==> src/rtl/bit_serializer_if.sv <==
// Word-in / bit-out bundle for the bit serializer.
// The upstream word source uses the master modport; the serializer uses slave.
interface bit_serializer_if #(
  parameter int WIDTH = 8
);
  logic [WIDTH-1:0] din;
  logic             din_valid;
  logic             din_ready;
  logic             hold;
  logic             x_out;
  logic             x_valid;
  logic             last;
  logic             busy;

  modport master (
    output din, din_valid, hold,
    input  din_ready, x_out, x_valid, last, busy
  );

  modport slave (
    input  din, din_valid, hold,
    output din_ready, x_out, x_valid, last, busy
  );
endinterface

==> src/rtl/bit_serializer.sv <==
// Parallel-to-serial feeder: accepts a WIDTH-bit word and shifts it out one bit per clock,
// driving IDLE_LEVEL between words. Hold stalls the stream in place.
module bit_serializer #(
  parameter int   WIDTH      = 8,
  parameter bit   MSB_FIRST  = 1'b1,
  parameter logic IDLE_LEVEL = 1'b1
) (
  input  logic              clk,
  input  logic              rst,
  bit_serializer_if.slave   bus
);
  localparam int CW = (WIDTH > 1) ? $clog2(WIDTH) : 1;

  localparam logic [0:0] ST_IDLE  = 1'b0;
  localparam logic [0:0] ST_SHIFT = 1'b1;

  logic [0:0]       state_q, state_d;
  logic [WIDTH-1:0] sr_q, sr_d;
  logic [CW-1:0]    cnt_q, cnt_d;

  logic             at_last;
  logic             in_shift;
  logic             ready;
  logic             accept;
  logic [WIDTH-1:0] sr_shifted;
  logic             head_bit;

  assign in_shift = (state_q == ST_SHIFT);
  assign at_last  = (cnt_q == CW'(WIDTH - 1));

  // The final bit of a word doubles as the accept slot for the next word, giving gapless streaming.
  assign ready  = !rst && (!in_shift || (at_last && !bus.hold));
  assign accept = bus.din_valid && ready;

  assign sr_shifted = MSB_FIRST ? {sr_q[WIDTH-2:0], 1'b0} : {1'b0, sr_q[WIDTH-1:1]};
  assign head_bit   = MSB_FIRST ? sr_q[WIDTH-1] : sr_q[0];

  always_comb begin
    state_d = state_q;
    sr_d    = sr_q;
    cnt_d   = cnt_q;
    if (!in_shift) begin
      if (accept) begin
        sr_d    = bus.din;
        cnt_d   = '0;
        state_d = ST_SHIFT;
      end
    end else if (!bus.hold) begin
      if (!at_last) begin
        sr_d  = sr_shifted;
        cnt_d = cnt_q + CW'(1);
      end else if (accept) begin
        sr_d  = bus.din;
        cnt_d = '0;
      end else begin
        cnt_d   = '0;
        state_d = ST_IDLE;
      end
    end
  end

  always_ff @(posedge clk) begin
    if (rst) begin
      state_q <= ST_IDLE;
      sr_q    <= '0;
      cnt_q   <= '0;
    end else begin
      state_q <= state_d;
      sr_q    <= sr_d;
      cnt_q   <= cnt_d;
    end
  end

  assign bus.din_ready = ready;
  assign bus.x_out     = in_shift ? head_bit : IDLE_LEVEL;
  assign bus.x_valid   = in_shift && !bus.hold;
  assign bus.last      = in_shift && at_last && !bus.hold;
  assign bus.busy      = in_shift;
endmodule

==> src/flat_wrapper.sv <==
// flat-port wrapper written by rule: the top's interface ports become plain ports
module bit_serializer_flat 
#(
  parameter int   WIDTH      = 8,
  parameter bit   MSB_FIRST  = 1'b1,
  parameter logic IDLE_LEVEL = 1'b1
)
  (clk, rst, bus_din, bus_din_valid, bus_hold, bus_din_ready, bus_x_out, bus_x_valid, bus_last, bus_busy);
  bit_serializer_if #(.WIDTH(WIDTH)) bus_i ();
  input  logic clk;
  input  logic rst;
  input wire logic [$bits(bus_i.din)-1:0] bus_din;
  input wire logic [$bits(bus_i.din_valid)-1:0] bus_din_valid;
  input wire logic [$bits(bus_i.hold)-1:0] bus_hold;
  output wire logic [$bits(bus_i.din_ready)-1:0] bus_din_ready;
  output wire logic [$bits(bus_i.x_out)-1:0] bus_x_out;
  output wire logic [$bits(bus_i.x_valid)-1:0] bus_x_valid;
  output wire logic [$bits(bus_i.last)-1:0] bus_last;
  output wire logic [$bits(bus_i.busy)-1:0] bus_busy;
  assign bus_i.din = bus_din;
  assign bus_i.din_valid = bus_din_valid;
  assign bus_i.hold = bus_hold;
  assign bus_din_ready = bus_i.din_ready;
  assign bus_x_out = bus_i.x_out;
  assign bus_x_valid = bus_i.x_valid;
  assign bus_last = bus_i.last;
  assign bus_busy = bus_i.busy;
  bit_serializer #(.WIDTH(WIDTH), .MSB_FIRST(MSB_FIRST), .IDLE_LEVEL(IDLE_LEVEL)) u_core (.clk(clk), .rst(rst), .bus(bus_i));
endmodule
==> config.mk <==
export PLATFORM = sky130hd
export DESIGN_NAME = bit_serializer_flat
export DESIGN_NICKNAME = d
export VERILOG_FILES = /design/src/rtl/bit_serializer_if.sv /design/src/rtl/bit_serializer.sv /design/src/flat_wrapper.sv
export SDC_FILE = /design/constraint.sdc
export NUM_CORES = 1
export LEC_CHECK = 0
export CAP_MARGIN = 0
export CELL_PAD_IN_SITES_DETAIL_PLACEMENT = 1
export CELL_PAD_IN_SITES_GLOBAL_PLACEMENT = 2
export CORE_MARGIN = 4
export CORE_UTILIZATION = 26
export CTS_CLUSTER_DIAMETER = 50
export DETAILED_ROUTE_END_ITERATION = 7
export GPL_ROUTABILITY_DRIVEN = 1
export HOLD_SLACK_MARGIN = 0.02
export PLACE_DENSITY = 0.7
export SLEW_MARGIN = 0
export SYNTH_ARGS = -nofsm -noshare
export SYNTH_HDL_FRONTEND = slang
export SYNTH_SLANG_ARGS = --single-unit
export TNS_END_PERCENT = 20
==> constraint.sdc <==
create_clock -name clk -period 1.6 [get_ports clk]
set_input_delay 0.32 -clock clk [delete_from_list [all_inputs] [get_ports clk]]
set_output_delay 0.32 -clock clk [all_outputs]
set_load 0.01 [all_outputs]
# Word-level counts from Yosys, hierarchy flattened
# Index checks and enable logic that the tools add are counted.
[totals]
register_bits = 12
latchBits = 0
ram_bits = 0
romBits = 0
in_bits = 12
out_inout_bits = 5
elab_cells = 31
n_memories = 0
[op_classes]
add_sub_neg = 1
multipliers = 0
div_mod_pow = 0
magnitude_cmp = 0
eq_ne = 2
shifts = 0
n_mux = 13
bitwise_logic = 0
n_reduce_logical = 12
[op_table]
columns = ["op", "n"]
rows = [
  ["$mux 8", 4],
  ["$mux 3", 4],
  ["$logic_and 1x1->1", 6],
  ["$mux 1", 5],
  ["$add 3x1->3 const B", 1],
  ["$eq 3x3->1 const B", 1],
  ["$logic_not 1->1", 3],
  ["$ne 2x2->1 const B", 1],
  ["$reduce_and 2->1", 1],
  ["$reduce_bool 2->1", 1],
  ["$logic_or 1x1->1", 1],
]

# Longest topological paths before layout
# Gate-level depths: netlist of run 1.
[depth]
ltp_word = 9
depth_mapped = 6
ltp_nobuf = 5

# Least setup slack after synthesis of run 1
# Ideal clock, no wire load.
[synth_path]
path_type = "flip-flop to flip-flop"
startpoint = "register u_core.cnt_q[0]"
endpoint = "register u_core.sr_q[1]"
setup_time_ns = 0.119
arrival_time_ns = 1.317
t_required_ns = 1.481
slack_ns = 0.164
stages_incl_launch_ff = 6
path_buffers = 0
synth_period_minus_slack_ns = 1.436
path_cell_list = "dfxtp_1 ha_1 ha_1 nand2b_4 a211o_1 o221a_1"
[synth_between]
elab_chain_len = 9
[synth_rtl]
columns = ["item", "line_no", "source"]
rows = [
  ["from (decl)", "bit_serializer.sv:19", "logic [CW-1:0] cnt_q, cnt_d;"],
  ["from (signal assigned)", "bit_serializer.sv:70", "cnt_q <= cnt_d;"],
  ["$eq 3x3->1 *", "bit_serializer.sv:29", "assign at_last = (cnt_q == CW'(WIDTH - 1));"],
  ["$logic_and 1x1->1", "bit_serializer.sv:32", "assign ready = !rst && (!in_shift || (at_last && !bus.hold));"],
  ["$logic_or 1x1->1", "bit_serializer.sv:32", ""],
  ["$logic_and 1x1->1", "bit_serializer.sv:32", ""],
  ["$logic_and 1x1->1", "bit_serializer.sv:33", "assign accept = bus.din_valid && ready;"],
  ["$mux 8", "-", ""],
  ["$mux 8", "bit_serializer.sv:49", "if (!at_last) begin"],
  ["$mux 8", "bit_serializer.sv:48", "end else if (!bus.hold) begin"],
  ["$mux 8 *", "bit_serializer.sv:42", "if (!in_shift) begin"],
  ["to (signal assigned)", "bit_serializer.sv:69", "sr_q <= sr_d;"],
  ["to (decl)", "bit_serializer.sv:18", "logic [WIDTH-1:0] sr_q, sr_d;"],
]
# Mark *: on every way between the ends. The rest lies on a longest branch, timed or not. The select of a mux whose other input is x is not followed.
# A chain may end at the register's enable or synchronous reset.

# Worst setup path after layout of run 1
[layout_path]
startpoint = "register u_core.cnt_q[1]"
endpoint = "register u_core.sr_q[7]"
# Same word-level chain as after synthesis.

==> results_dict.tcl, run 1 <==
set metrics [dict create \
    status "finished, final reports clean" \
    max_freq_mhz 646.7 \
    r2r_start "u_core.cnt_q[1]$_SDFFE_PP0P_" \
    grt_pass1_vias 637 \
    grt_setup_unrepaired "no" \
    diodes 0 \
    whs_path_depth 2 \
    ys_warn_count 0 \
    dr.first_iter.drc_count 7 \
    fp.dieW_um 57.10 \
    syn-num-nets 85 \
    postRouteAntennaNets 0 \
    grt_overflow 0 \
    dp_cells 122 \
    antenna_found_initial 0 \
    hp-start "u_core.cnt_q[1]$_SDFFE_PP0P_" \
    worst_ep_required_time_ns 1.76 \
    synth.top_cell.area_share_pct 38.32 \
    synth_xor_area_share_pct 0 \
    routed_wl_mm 1.784 \
    pin_count 17 \
    synth_most_common_cell "dfxtp_1" \
    synth_simple_gate_area_share_pct 20.16 \
    rrSetupSlack_ns 0.05 \
    fin_crit_ns 1.546 \
    crit_arrival_ns 1.70 \
    synth_seq_area_share_pct 38.32 \
    hold_class "flop to flop" \
    synthTopCellsByArea "dfxtp_1, o221a_1, a21oi_1" \
    cp-startpoint "u_core.cnt_q[1]$_SDFFE_PP0P_" \
    clkTransAtPathRegs_ns 0.08 \
    final_area_um2 927.1 \
    via_per_inst 4.880 \
    final_cells 125 \
    nNetsFinal 113 \
    synth_edf_count 0 \
    rows 17 \
    r2r_cells 6 \
    vias 610 \
    ctsHoldBuffers 0 \
    syn_to_final_growth_pct 47.90 \
    synth_top_cell_by_area "dfxtp_1" \
    drt_first_pass_iters 4 \
    syn_area_per_cell_um2 8.829 \
    fin_tns_setup_ns 0 \
    cts_tree "done" \
    root_buffer "clkbuf_4" \
    synthAdderAreaFrac_pct 3.992 \
    synth-seq-cells 12 \
    drv_cap 0 \
    crit_fanout 6 \
    holdWs_ns 0.5120 \
    wl_per_cell_um 14.27 \
    total_leakage_power_nw 0.3577 \
    insertion_delay_ns 0.27 \
    finalHoldViolCount 0 \
    cts_buffer_depth 2 \
    fin_crit_sh_pct 96.64 \
    io_buffers 16 \
    track_usage_pct 12.02 \
    netlist_instances 71 \
    synthMuxAreaShare_pct 0 \
    maxSlewHeadroom_pct 85.74 \
    place_area_um2 879.6 \
    synthDistinctLibCells 26 \
    fin_worst_skew_ns 0.004309 \
    cts_sinks 12 \
    p_per_area_nw_per_um2 718.7 \
    core_um2 2255 \
    syn_area_um2 626.9 \
    ir_drop_v 0.0003235 \
    holdPathEnd "u_core.cnt_q[1]$_SDFFE_PP0P_" \
    rr_endpoint "u_core.sr_q[7]$_SDFFE_PP0P_" \
    synth_top_family_by_area "compound AO/OA/AOI/OAI gates" \
    setup.worst_path.start_class "flop" \
    yosys-top-cells-count "dfxtp_1, a21oi_1, nor2_1" \
    start_util_pct 27.80 \
    drc_errors 0 \
    synth-compound-area-share_pct 32.34 \
    die-area_um2 3260 \
    routabilityCongestion 0.7143 \
    max_slew.worst_pin.slew_ns 0.2117 \
    drive_gt1_share_pct 28.87 \
    setup_viol_count_final 0 \
    detailed_place_hpwl_mm 1.319 \
    die_h_um 57.10 \
    grt_max_degree 14 \
    critPathCaptureType "flop" \
    report.final.slew_viol_count 0 \
    yosys_most_used_dff "dfxtp_1" \
    async_flop_share_pct 0 \
    grt_pass1_wl_mm 3.015 \
    cts_buffers 3 \
    cts_max_level 1 \
    timing_worst_setup_path_type "flop to flop" \
]
-- routing by layer --
metal / vias to the layer above / GRT usage [%] / share of wire, %
li1: 311 / - / -
met1: 284 / 17.28 / 53
met2: 13 / 15.99 / 42
met3: 2 / 3.394 / 4.9
met4: 0 / 6.291 / 0.67
met5: - / 0 / 0
-- placed cells by master (no fill, tap or decap), types with 3 or more instances in the layout --
| cell type | Yosys | routed |
|---|---|---|
| buf_4 | 0 | 11 |
| a21oi_1 | 11 | 10 |
| clkdlybuf4s50_1 | 0 | 10 |
| dfxtp_1 | 12 | 10 |
| nor2_1 | 9 | 9 |
| o221a_1 | 6 | 6 |
| o21ai_0 | 5 | 5 |
| nand2_1 | 4 | 4 |
| dlygate4sd2_1 | 0 | 4 |
| nand2b_1 | 3 | 3 |
| clkbuf_4 | 0 | 3 |
-- cells by family (layout without fill, tap and decap cells) --
logic type / count (synthesis) / count (layout)
DFF: 12 / 12
AOI/OAI and AO/OA: 28 / 28
and+or+nand+nor: 23 / 23
buffers and inverters: 6 / 32
adders and majority gates: 2 / 2
-- power by group --
group	internal [mW]	total, mW	switching (mW)
clock	0.0870	0.186	0.0992
combinational	0.0846	0.146	0.0618
sequential	0.321	0.334	0.0130
total	0.492	0.666	0.174
-- state kept, by name, indices dropped and copies added (netlist names) --
name and flops:
u_core.bus.busy 1, u_core.cnt_q 3, u_core.sr_q 8
-- metrics by stage --
step | util (%) | power [mW] | worst slack [ns]
6_report | 41.12 | 0.6664 | 0.05377
5_1_grt | 41.12 | 0.7080 | 0.00005207
4_1_cts | 40.95 | 0.6785 | 0.009238
3_5_place_dp | 39.01 | 0.4890 | -0.4306
3_3_place_gp | 39.01 | 0.4883 | -0.4164
2_1_floorplan | - | 0.4104 | 0.1642
-- worst max-delay path: stages (launching register included) --
cell and delay [ns]:
dfxtp_2 0.35, ha_4 0.14, ha_4 0.15, nand2b_4 0.06
buf_4 0.14, a211o_4 0.35, o221a_1 0.24
-- worst max-delay path by stage --
| stage | endpoint | slack (ns) | depth (start not counted) |
|---|---|---|---|
| 2_1_floorplan | u_core.sr_q[1]$_SDFFE_PP0P_ | 0.16 | 5 |
| 4_1_cts | bus_din_ready | 0.009 | 5 |
| 6_report | u_core.sr_q[7]$_SDFFE_PP0P_ | 0.05 | 6 |
| 3_3_place_gp | bus_last | -0.42 | 4 |
| 3_5_place_dp | bus_last | -0.43 | 4 |
| 5_1_grt | u_core.sr_q[1]$_SDFFE_PP0P_ | 0.00005 | 7 |
-- final cells by class --
class / instances / area [um2]
Sequential cell: 12 / 242.7
Timing Repair Buffer: 27 / 227.7
Tap cell: 28 / 35.03
Inverter: 2 / 7.507
Clock buffer: 3 / 22.52
Multi-Input combinational cell: 53 / 391.6
Fill cell: 284 / 1328
-- timing repair --
| action | 4_1_cts | 5_1_grt |
|---|---|---|
| pin swaps | 1 | 3 |
| buffers inserted | 0 | 0 |
| resized for setup | 19 | 1 |
| gates cloned | 0 | 0 |
| endpoints found under the setup margin | 11 | 6 |
Note: power is estimated with default switching activity, not from simulation.
==> run 2: changes to the inputs <==
Settings changed: CAP_MARGIN 0 to 40, CORE_UTILIZATION 26 to 28, PLACE_DENSITY 0.7 to unset, PLACE_DENSITY_LB_ADDON set to 0.1.
Clock period 1.6 ns to 1.9 ns, I/O delays scaled along.
==> run 2 against run 1 <==
Net effect:
- design area decreased by 4.5%
- sequential share of layout area increased by 0.94 points
- via count increased by 0.33%
- worst setup slack improved by 0.034 ns
- final cell count decreased by 3.2%
- highest routed layer unchanged
- sequential power decreased by 16%
- clock power decreased by 15%
==> results_dict.tcl, run 2 (synthesized netlist as in run 1, its figures left out) <==
set metrics [dict create \
    rows 16 \
    rr_endpoint "u_core.sr_q[3]$_SDFFE_PP0P_" \
    mostFrequentLayoutCells "clkdlybuf4s50_1, dfxtp_1, a21oi_1" \
    nNetsFinal 110 \
    fp.dieW_um 55.32 \
    cts_max_level 1 \
    setup.worst_path.start_class "flop" \
    insertion_delay_ns 0.27 \
    place_ws_ns -0.2523 \
    grt_pass1_wl_mm 3.063 \
    finalHoldViolCount 0 \
    drc_errors 0 \
    core_um2 2042 \
    cts_tree "done" \
    crit_fanout 4 \
    rrSetupSlack_ns 0.25 \
    final_area_um2 885.9 \
    holdPathEnd "u_core.cnt_q[1]$_SDFFE_PP0P_" \
    grt_setup_unrepaired "no" \
    crit_arrival_ns 1.43 \
    max_freq_mhz 551.7 \
    root_buffer "clkbuf_4" \
    cts_setup_buffers 0 \
    cts_sinks 12 \
    p_per_area_nw_per_um2 623.9 \
    drv_cap 0 \
    whs_path_depth 2 \
    holdWs_ns 0.4897 \
    die_h_um 55.32 \
    cts_buffers 3 \
    ir_drop_v 0.0003085 \
    status "finished, final reports clean" \
    drive_gt1_share_pct 19.15 \
    io_buffers 16 \
    final_cells 121 \
    grt_max_degree 14 \
    ctsHoldBuffers 0 \
    r2r_cells 6 \
    start_util_pct 30.70 \
    cts_buffer_depth 2 \
    syn_to_final_growth_pct 41.32 \
    setup_ws_ns 0.08755 \
    fin_crit_sh_pct 95.39 \
    routed_wl_mm 1.737 \
    largest_register "u_core.sr_q" \
    track_usage_pct 12.64 \
    total_leakage_power_nw 0.3464 \
    dr.first_iter.drc_count 4 \
    die-area_um2 3060 \
    postRouteAntennaNets 0 \
    diodes 0 \
    pin_count 17 \
    clkTransAtPathRegs_ns 0.07 \
    critPathCaptureType "output pin" \
    hp-start "u_core.cnt_q[1]$_SDFFE_PP0P_" \
    routabilityCongestion 0.6988 \
    drt_first_pass_iters 3 \
    dp_cells 118 \
    max_slew.worst_pin.slew_ns 0.3466 \
    place_area_um2 855.8 \
    setup_viol_count_final 0 \
    fin_tns_setup_ns 0 \
    vias 612 \
    timing_worst_setup_path_type "flop to output pin" \
    fin_crit_ns 1.812 \
    r2r_start "u_core.cnt_q[0]$_SDFFE_PP0P_" \
    largest_register_ffs 8 \
    hold_class "flop to flop" \
    fin_worst_skew_ns 0.009611 \
    maxSlewHeadroom_pct 76.89 \
    antenna_found_initial 0 \
    detailed_place_hpwl_mm 1.267 \
    wl_per_cell_um 14.36 \
    report.final.slew_viol_count 0 \
    worst_ep_required_time_ns 1.52 \
    grt_pass1_vias 640 \
    grt_overflow 0 \
    via_per_inst 5.058 \
]
run 2: cell count changes in the layout (fill, tap and decap cells not counted):
cell,previous run,this run
buf_2,2,0
dfxtp_2,2,0
ha_4,2,1
a21oi_1,10,11
a21oi_2,2,1
ha_1,0,1
a211o_4,1,0
a211o_1,0,1
dfxtp_1,10,12
clkdlybuf4s50_1,10,12
buf_4,11,8
run 2: what timing repair did:
action,4_1_cts,5_1_grt
endpoints found under the hold margin,0,0
gates resized for setup,6,0
setup endpoints to repair,3,0
run 2: worst max-delay path: stages, from the launching register on:
cell and delay [ns]:
dfxtp_1 0.34, ha_1 0.19, ha_4 0.18, nand2b_4 0.05, a21oi_1 0.12, dlygate4sd2_1 0.28
run 2: through the flow:
stage | utilization (%) | power (mW)
finish | 43.38 | 0.5527
global route | 43.38 | 0.5936
CTS | 43.38 | 0.5649
detailed placement | 41.91 | 0.4047
global placement | 41.91 | 0.4027
floorplan | - | 0.3456
run 2: area by class of cell:
cell class	instances	area [um2]
fill	259	1156
multi-input combinational	53	366.6
sequential	12	240.2
timing repair buffer	24	215.2
tap	27	33.78
clock buffer	3	22.52
inverter	2	7.507
run 2: report_power, final:
part,switching (mW),internal [mW]
clock,0.0844,0.0733
sequential,0.00973,0.270
combinational,0.0505,0.0648
total,0.145,0.408
run 2: how the worst max path moves through the flow:
stage | depth (start not counted) | end | start | slack, ns
2_1_floorplan | 4 | bus_last | u_core.cnt_q[0]$_SDFFE_PP0P_ | 0.46
3_3_place_gp | 4 | bus_last | bus_hold | -0.24
3_5_place_dp | 4 | bus_last | bus_hold | -0.25
4_1_cts | 5 | bus_din_ready | u_core.cnt_q[0]$_SDFFE_PP0P_ | 0.05
5_1_grt | 5 | bus_din_ready | u_core.cnt_q[0]$_SDFFE_PP0P_ | 0.008
6_report | 5 | bus_din_ready | u_core.cnt_q[0]$_SDFFE_PP0P_ | 0.09
run 2: per-layer routing:
layer | GRT usage [%] | part of all wire (%) | vias to the layer above | routed length, um
met5 | 0 | 0 | - | 0
met4 | 4.167 | 0.58 | 0 | 10
met3 | 4.662 | 4.6 | 2 | 80
met2 | 20.27 | 45 | 11 | 787
met1 | 15.56 | 49 | 293 | 859
li1 | - | - | 306 | -
